$ cat src/rtl/viterbi_pkg.sv
// viterbi_pkg: shared trellis bank indices and trace-back source pairs
package viterbi_pkg;
  typedef logic [1:0] bank_t;
  localparam int N_BANKS = 4;
  localparam bank_t BANK_A = 2'd0;
  localparam bank_t BANK_B = 2'd1;
  localparam bank_t BANK_C = 2'd2;
  localparam bank_t BANK_D = 2'd3;
  localparam bank_t TBU0_SRC0_LO = BANK_D;
  localparam bank_t TBU0_SRC1_LO = BANK_C;
  localparam bank_t TBU0_SRC0_HI = BANK_B;
  localparam bank_t TBU0_SRC1_HI = BANK_A;
  localparam bank_t TBU1_SRC0_LO = BANK_C;
  localparam bank_t TBU1_SRC1_LO = BANK_B;
  localparam bank_t TBU1_SRC0_HI = BANK_A;
  localparam bank_t TBU1_SRC1_HI = BANK_D;
endpackage

$ cat src/rtl/trellis_mem_sched_tbu_steer.sv
// tbu_steer: registered trace-back source/selector steering with sticky enables
module tbu_steer
  import viterbi_pkg::*;
(
  input  logic  clk,
  input  logic  rst,
  input  logic  clr,
  input  bank_t w2,
  output logic  tbu0_en,
  output logic  tbu1_en,
  output bank_t tbu0_src0,
  output bank_t tbu0_src1,
  output bank_t tbu1_src0,
  output bank_t tbu1_src1,
  output logic  tbu0_sel,
  output logic  tbu1_sel
);
  logic x;
  bank_t s00, s01, s10, s11;
  // source pairs decoded from the twice-delayed write bank
  always_comb begin
    x = w2[1] ^ w2[0];
    s00 = w2[1] ? TBU0_SRC0_HI : TBU0_SRC0_LO;
    s01 = w2[1] ? TBU0_SRC1_HI : TBU0_SRC1_LO;
    s10 = x ? TBU1_SRC0_HI : TBU1_SRC0_LO;
    s11 = x ? TBU1_SRC1_HI : TBU1_SRC1_LO;
  end
  // output register; enables latch once the trellis has filled far enough
  always_ff @(posedge clk or posedge rst)
    if (rst) begin
      tbu0_en <= 1'b0;
      tbu1_en <= 1'b0;
      tbu0_src0 <= TBU0_SRC0_LO;
      tbu0_src1 <= TBU0_SRC1_LO;
      tbu1_src0 <= TBU1_SRC0_LO;
      tbu1_src1 <= TBU1_SRC1_LO;
      tbu0_sel <= 1'b0;
      tbu1_sel <= 1'b1;
    end else if (clr) begin
      tbu0_en <= 1'b0;
      tbu1_en <= 1'b0;
      tbu0_src0 <= TBU0_SRC0_LO;
      tbu0_src1 <= TBU0_SRC1_LO;
      tbu1_src0 <= TBU1_SRC0_LO;
      tbu1_src1 <= TBU1_SRC1_LO;
      tbu0_sel <= 1'b0;
      tbu1_sel <= 1'b1;
    end else begin
      tbu0_en <= tbu0_en | (w2 == BANK_C);
      tbu1_en <= tbu1_en | (w2 == BANK_D);
      tbu0_src0 <= s00;
      tbu0_src1 <= s01;
      tbu1_src0 <= s10;
      tbu1_src1 <= s11;
      tbu0_sel <= w2[0];
      tbu1_sel <= ~w2[0];
    end
endmodule

$ cat src/rtl/trellis_mem_sched.sv
// trellis_mem_sched: four-bank survivor memory write rotation, addressing and TBU steering
module trellis_mem_sched
  import viterbi_pkg::*;
#(
  parameter int ADDR_W = 10
) (
  input  logic                      clk,
  input  logic                      rst,
  input  logic                      enable,
  input  logic                      sel_valid,
  output logic [N_BANKS-1:0]        wr_en,
  output logic [N_BANKS*ADDR_W-1:0] bank_addr,
  output bank_t                     wr_bank,
  output logic                      block_done,
  output logic                      tbu0_en,
  output logic                      tbu1_en,
  output bank_t                     tbu0_src0,
  output bank_t                     tbu0_src1,
  output bank_t                     tbu1_src0,
  output bank_t                     tbu1_src1,
  output logic                      tbu0_sel,
  output logic                      tbu1_sel
);
  logic [ADDR_W-1:0] wc, rc;
  logic [N_BANKS*ADDR_W-1:0] addr_d;
  logic wrap;
  bank_t d1, w2;
  assign rc = ~wc;
  assign wrap = sel_valid && (&wc);
  for (genvar i = 0; i < N_BANKS; i++) begin : g_addr
    bank_t r;
    assign r = bank_t'(i) - wr_bank;
    assign addr_d[i*ADDR_W +: ADDR_W] = r == 2'd0 ? wc : r == 2'd2 ? '0 : rc;
  end
  // counters, bank rotation, registered strobes/addresses and the w2 delay line
  always_ff @(posedge clk or posedge rst)
    if (rst) begin
      wc <= '0;
      wr_bank <= BANK_A;
      block_done <= 1'b0;
      wr_en <= '0;
      bank_addr <= '0;
      d1 <= BANK_A;
      w2 <= BANK_A;
    end else if (!enable) begin
      wc <= '0;
      wr_bank <= BANK_A;
      block_done <= 1'b0;
      wr_en <= '0;
      bank_addr <= '0;
      d1 <= BANK_A;
      w2 <= BANK_A;
    end else begin
      wc <= wc + ADDR_W'(sel_valid);
      wr_bank <= wr_bank + bank_t'(wrap);
      block_done <= wrap;
      wr_en <= sel_valid ? N_BANKS'(1) << wr_bank : '0;
      bank_addr <= addr_d;
      d1 <= wr_bank;
      w2 <= d1;
    end
  tbu_steer u_steer (
    .clk       (clk),
    .rst       (rst),
    .clr       (!enable),
    .w2        (w2),
    .tbu0_en   (tbu0_en),
    .tbu1_en   (tbu1_en),
    .tbu0_src0 (tbu0_src0),
    .tbu0_src1 (tbu0_src1),
    .tbu1_src0 (tbu1_src0),
    .tbu1_src1 (tbu1_src1),
    .tbu0_sel  (tbu0_sel),
    .tbu1_sel  (tbu1_sel)
  );
endmodule

$ cat config.mk
export PLATFORM = sky130hd
export DESIGN_NAME = trellis_mem_sched
export DESIGN_NICKNAME = d
export VERILOG_FILES = /design/src/rtl/viterbi_pkg.sv /design/src/rtl/trellis_mem_sched_tbu_steer.sv /design/src/rtl/trellis_mem_sched.sv
export SDC_FILE = /design/constraint.sdc
export NUM_CORES = 1
export LEC_CHECK = 0
export ABC_AREA = 1
export CORE_MARGIN = 4
export CORE_UTILIZATION = 40
export CTS_CLUSTER_DIAMETER = 30
export DETAILED_ROUTE_END_ITERATION = 16
export DONT_BUFFER_PORTS = 1
export GPL_TIMING_DRIVEN = 0
export PLACE_DENSITY = 0.57
export SETUP_SLACK_MARGIN = 0.02
export SYNTH_ARGS = -nofsm -noshare
export SYNTH_HDL_FRONTEND = slang
export SYNTH_SLANG_ARGS = --single-unit
$ cat constraint.sdc
create_clock -name clk -period 2.6 [get_ports clk]
set_clock_uncertainty 0.2 [all_clocks]
set_input_delay 0.78 -clock clk [delete_from_list [all_inputs] [get_ports clk]]
set_output_delay 0.78 -clock clk [all_outputs]
set_load 0.01 [all_outputs]
==> results.yml <==
die:
  start_util_pct: 41.4
  rows: 29
  die_area_um2: 7930
  num_io_pins: 63
  core_um2: 6350
  die_width_um: 89.1
  die_h_um: 89.1
grt:
  grt.busiest_layer: "met2"
  grt-ovfl-total: 0
  grt_start_max_net_pins: 39
  met1_usage_pct: 18.3
  grt_pass1_vias: 1722
  groute.layer.met2.usage_pct: 25.8
  grt_use_total_pct: 15.7
  met3_usage_pct: 6.18
  grt_pass1_wl_mm: 8.98
  antenna_found_initial: 0
logic_synthesis:
  synth_mux_area_share_pct: 0
  yosysWarnings: 0
  ys_seq_elements: 68
  syn-mean-instance-area_um2: 10.0
  synth_top_area_share_pct: 61.9
  synth_area_um2: 2630
  synthAdderAreaFrac_pct: 2.38
  yosysMostFrequentCell: "dfrtp_1"
  synthArstFlopShare_pct: 100
  synth_edf_count: 0
  yosys.area.top_type: "dfrtp_1"
  ys_types: 22
  synth_top_family_by_area: "simple AND/OR/NAND/NOR gates"
  synth_area_leaders: "dfrtp_1 (62%), a21oi_1 (8.4%), nand2_1 (8.3%)"
  ys_seq_area_share_pct: 64.9
  yosys-top-cells-count: "dfrtp_1 (65), nand2_1 (58), a21oi_1 (44), nor2_1 (23), inv_1 (21)"
  synth_ff_type: "dfrtp_1"
  netlist_instances: 262
  synthSimpleGateAreaFrac_pct: 16.3
  synth_compound_area_share_pct: 8.95
  synth_xor_area_share_pct: 0.333
power:
  p_leak_nw: 1.48
  sw_frac_of_total_pct: 21.4
  clockPowerShare_pct: 45.2
  p_switching_uw: 462
  combPwrFrac_pct: 3.5
  p_int_mw: 1.69
  vdd_ir_drop_max_uv: 334
  seq_power_share_pct: 51.3
  power_density_nw_per_um2: 723
timing:
  hold_violations: 0
  fmax_ghz: 0.499
  slew-limit-headroom_pct: 55.2
  drv_slew: 0
  rsz0062_at_grt: "false"
  finalCritPeriodShare_pct: 77.0
  setup_viol: 0
  tightest_slew_ns: 0.671
  tns_ns: 0
  min_period_ns: 2.00
critical_path:
  worstSetupEndpointType: "primary output"
  slowest_delay_ns: 0.56
  cp_slowest_cell: "dfstp_2"
  worst_ep_required_time_ns: 1.62
  arrival_ns: 1.02
  path_class: "flip-flop to primary output"
  reg2reg_slack_ns: 0.92
  crit_path_start_kind: "flip-flop"
  path_buf_inv: 1
  cpLargestDelayFamily: "flip-flops"
  path_cells: "buf_4"
  critPathMaxFanout: 2
placement:
  gp_congestion: 0.841
  dp_hpwl_mm: 3.65
  port_buffers: 0
drt:
  num_vias: 1742
  wire_per_inst_um: 15.4
  dr.pass1.iters: 4
  drc: 0
  antenna_left: 0
  totalWireLength_mm: 5.53
  drtIter0Drc: 99
  vias_per_cell: 4.87
clocking:
  clock_latency_ns: 0.34
  cts-resized-gates: 0
  post_cts.repair.setup_buffers: 0
  htreeDepth: 3
  clk_transition_reported_paths_ns: 0.07
  cts-buffers-inserted: 9
  clock_path_buffers: 2
  tritoncts: "built"
  cts.sinks: 68
  clockRootBuffer: "clkbuf_8"
  cts_hold_buffers: 0
final_layout:
  fin_nets: 285
  postLayoutCoreUtil_pct: 47.0
  diodes: 0
  syn_to_final_growth_pct: 13.5
  drive_gt1_share_pct: 17.1
job:
  maxCapViolations: 0
min_path:
  hold_class: "input pin to asynchronous set/reset pin"
status:
  status: "finished, final reports clean"
==> stage by stage <==
| stage | setup WS, ns | instances | hold slack [ns] | power (mW) | cell area [µm²] |
|---|---|---|---|---|---|
| floorplan | 0.773 | 264 | 0.204 | 1.18 | 2640 |
| global placement | 0.532 | 341 | 0.226 | 1.20 | 2740 |
| detailed placement | 0.682 | 342 | 0.229 | 1.21 | 2760 |
| CTS | 0.577 | 358 | 0.209 | 2.19 | 2980 |
| global route | 0.557 | 358 | 0.245 | 2.25 | 2980 |
| finish | 0.597 | 358 | 0.199 | 2.16 | 2980 |
==> flip-flops by register name (all words and copies together), names as in the netlist, 2 cells and up <==
name       flops
d1             2
wr_bank        2
bank_addr     40
wr_en          4
wc            10
w2             2
==> path summary, 6_finish.rpt <==
check                                      from                    to  cells past startpoint
max                        u_steer.tbu0_src0[1]          tbu0_src1[1]                      1
min in group clk                          w2[1]  u_steer.tbu0_src0[1]                      1
min reg2reg                               w2[1]  u_steer.tbu0_src0[1]                      1
min                                         rst              wr_en[3]                      1
max reg2reg                               wc[9]            wr_bank[1]                      8
max in group asynchronous                   rst         bank_addr[37]                      2
==> kinds of logic after synthesis <==
| kind of cell | after synthesis |
|---|---|
| flops | 68 |
| xor+xnor | 1 |
| compound gates | 47 |
| other cells | 2 |
| buf+inv | 39 |
| fa+ha+maj | 5 |
| simple gates | 100 |
==> layout make-up <==
type	instances	area [µm²]
plain buffers	16	93.8
clock buffers	12	155
clock inverters	4	72.6
fillers	608	3370
inverters	23	90.1
multi-input cells	157	749
flip-flops and latches	68	1710
well taps	77	96.3
repair buffers	1	20.0
==> power groups by stage <==
stage | logic, mW | clock network [mW] | registers (mW)
after floorplan | 0.0566 | 0 | 1.12
after global placement | 0.0733 | 0 | 1.13
after detailed placement | 0.0781 | 0 | 1.13
after CTS | 0.0782 | 1.00 | 1.11
after global routing | 0.0887 | 1.05 | 1.11
final | 0.0751 | 0.976 | 1.11
==> cell usage in the layout (no fill, tap or decap), types with 4 or more instances in the layout <==
cell type,instances
a21oi_1,44
buf_2,8
buf_4,6
clkbuf_8,11
conb_1,4
dfrtp_1,65
ha_1,5
inv_1,20
nand2_1,58
nand3_1,5
nor2_1,23
or2_2,6
==> per-layer routing <==
layer  vias to the layer above  part of all wire, %  wire length (µm)
met5                         -                    0                 0
met3                         9                  7.4               411
met4                         0                  1.7                93
li1                        843                    -                 -
met1                       845                   41              2270
met2                        45                   50              2750
Note: power is estimated with default switching activity, not from simulation.
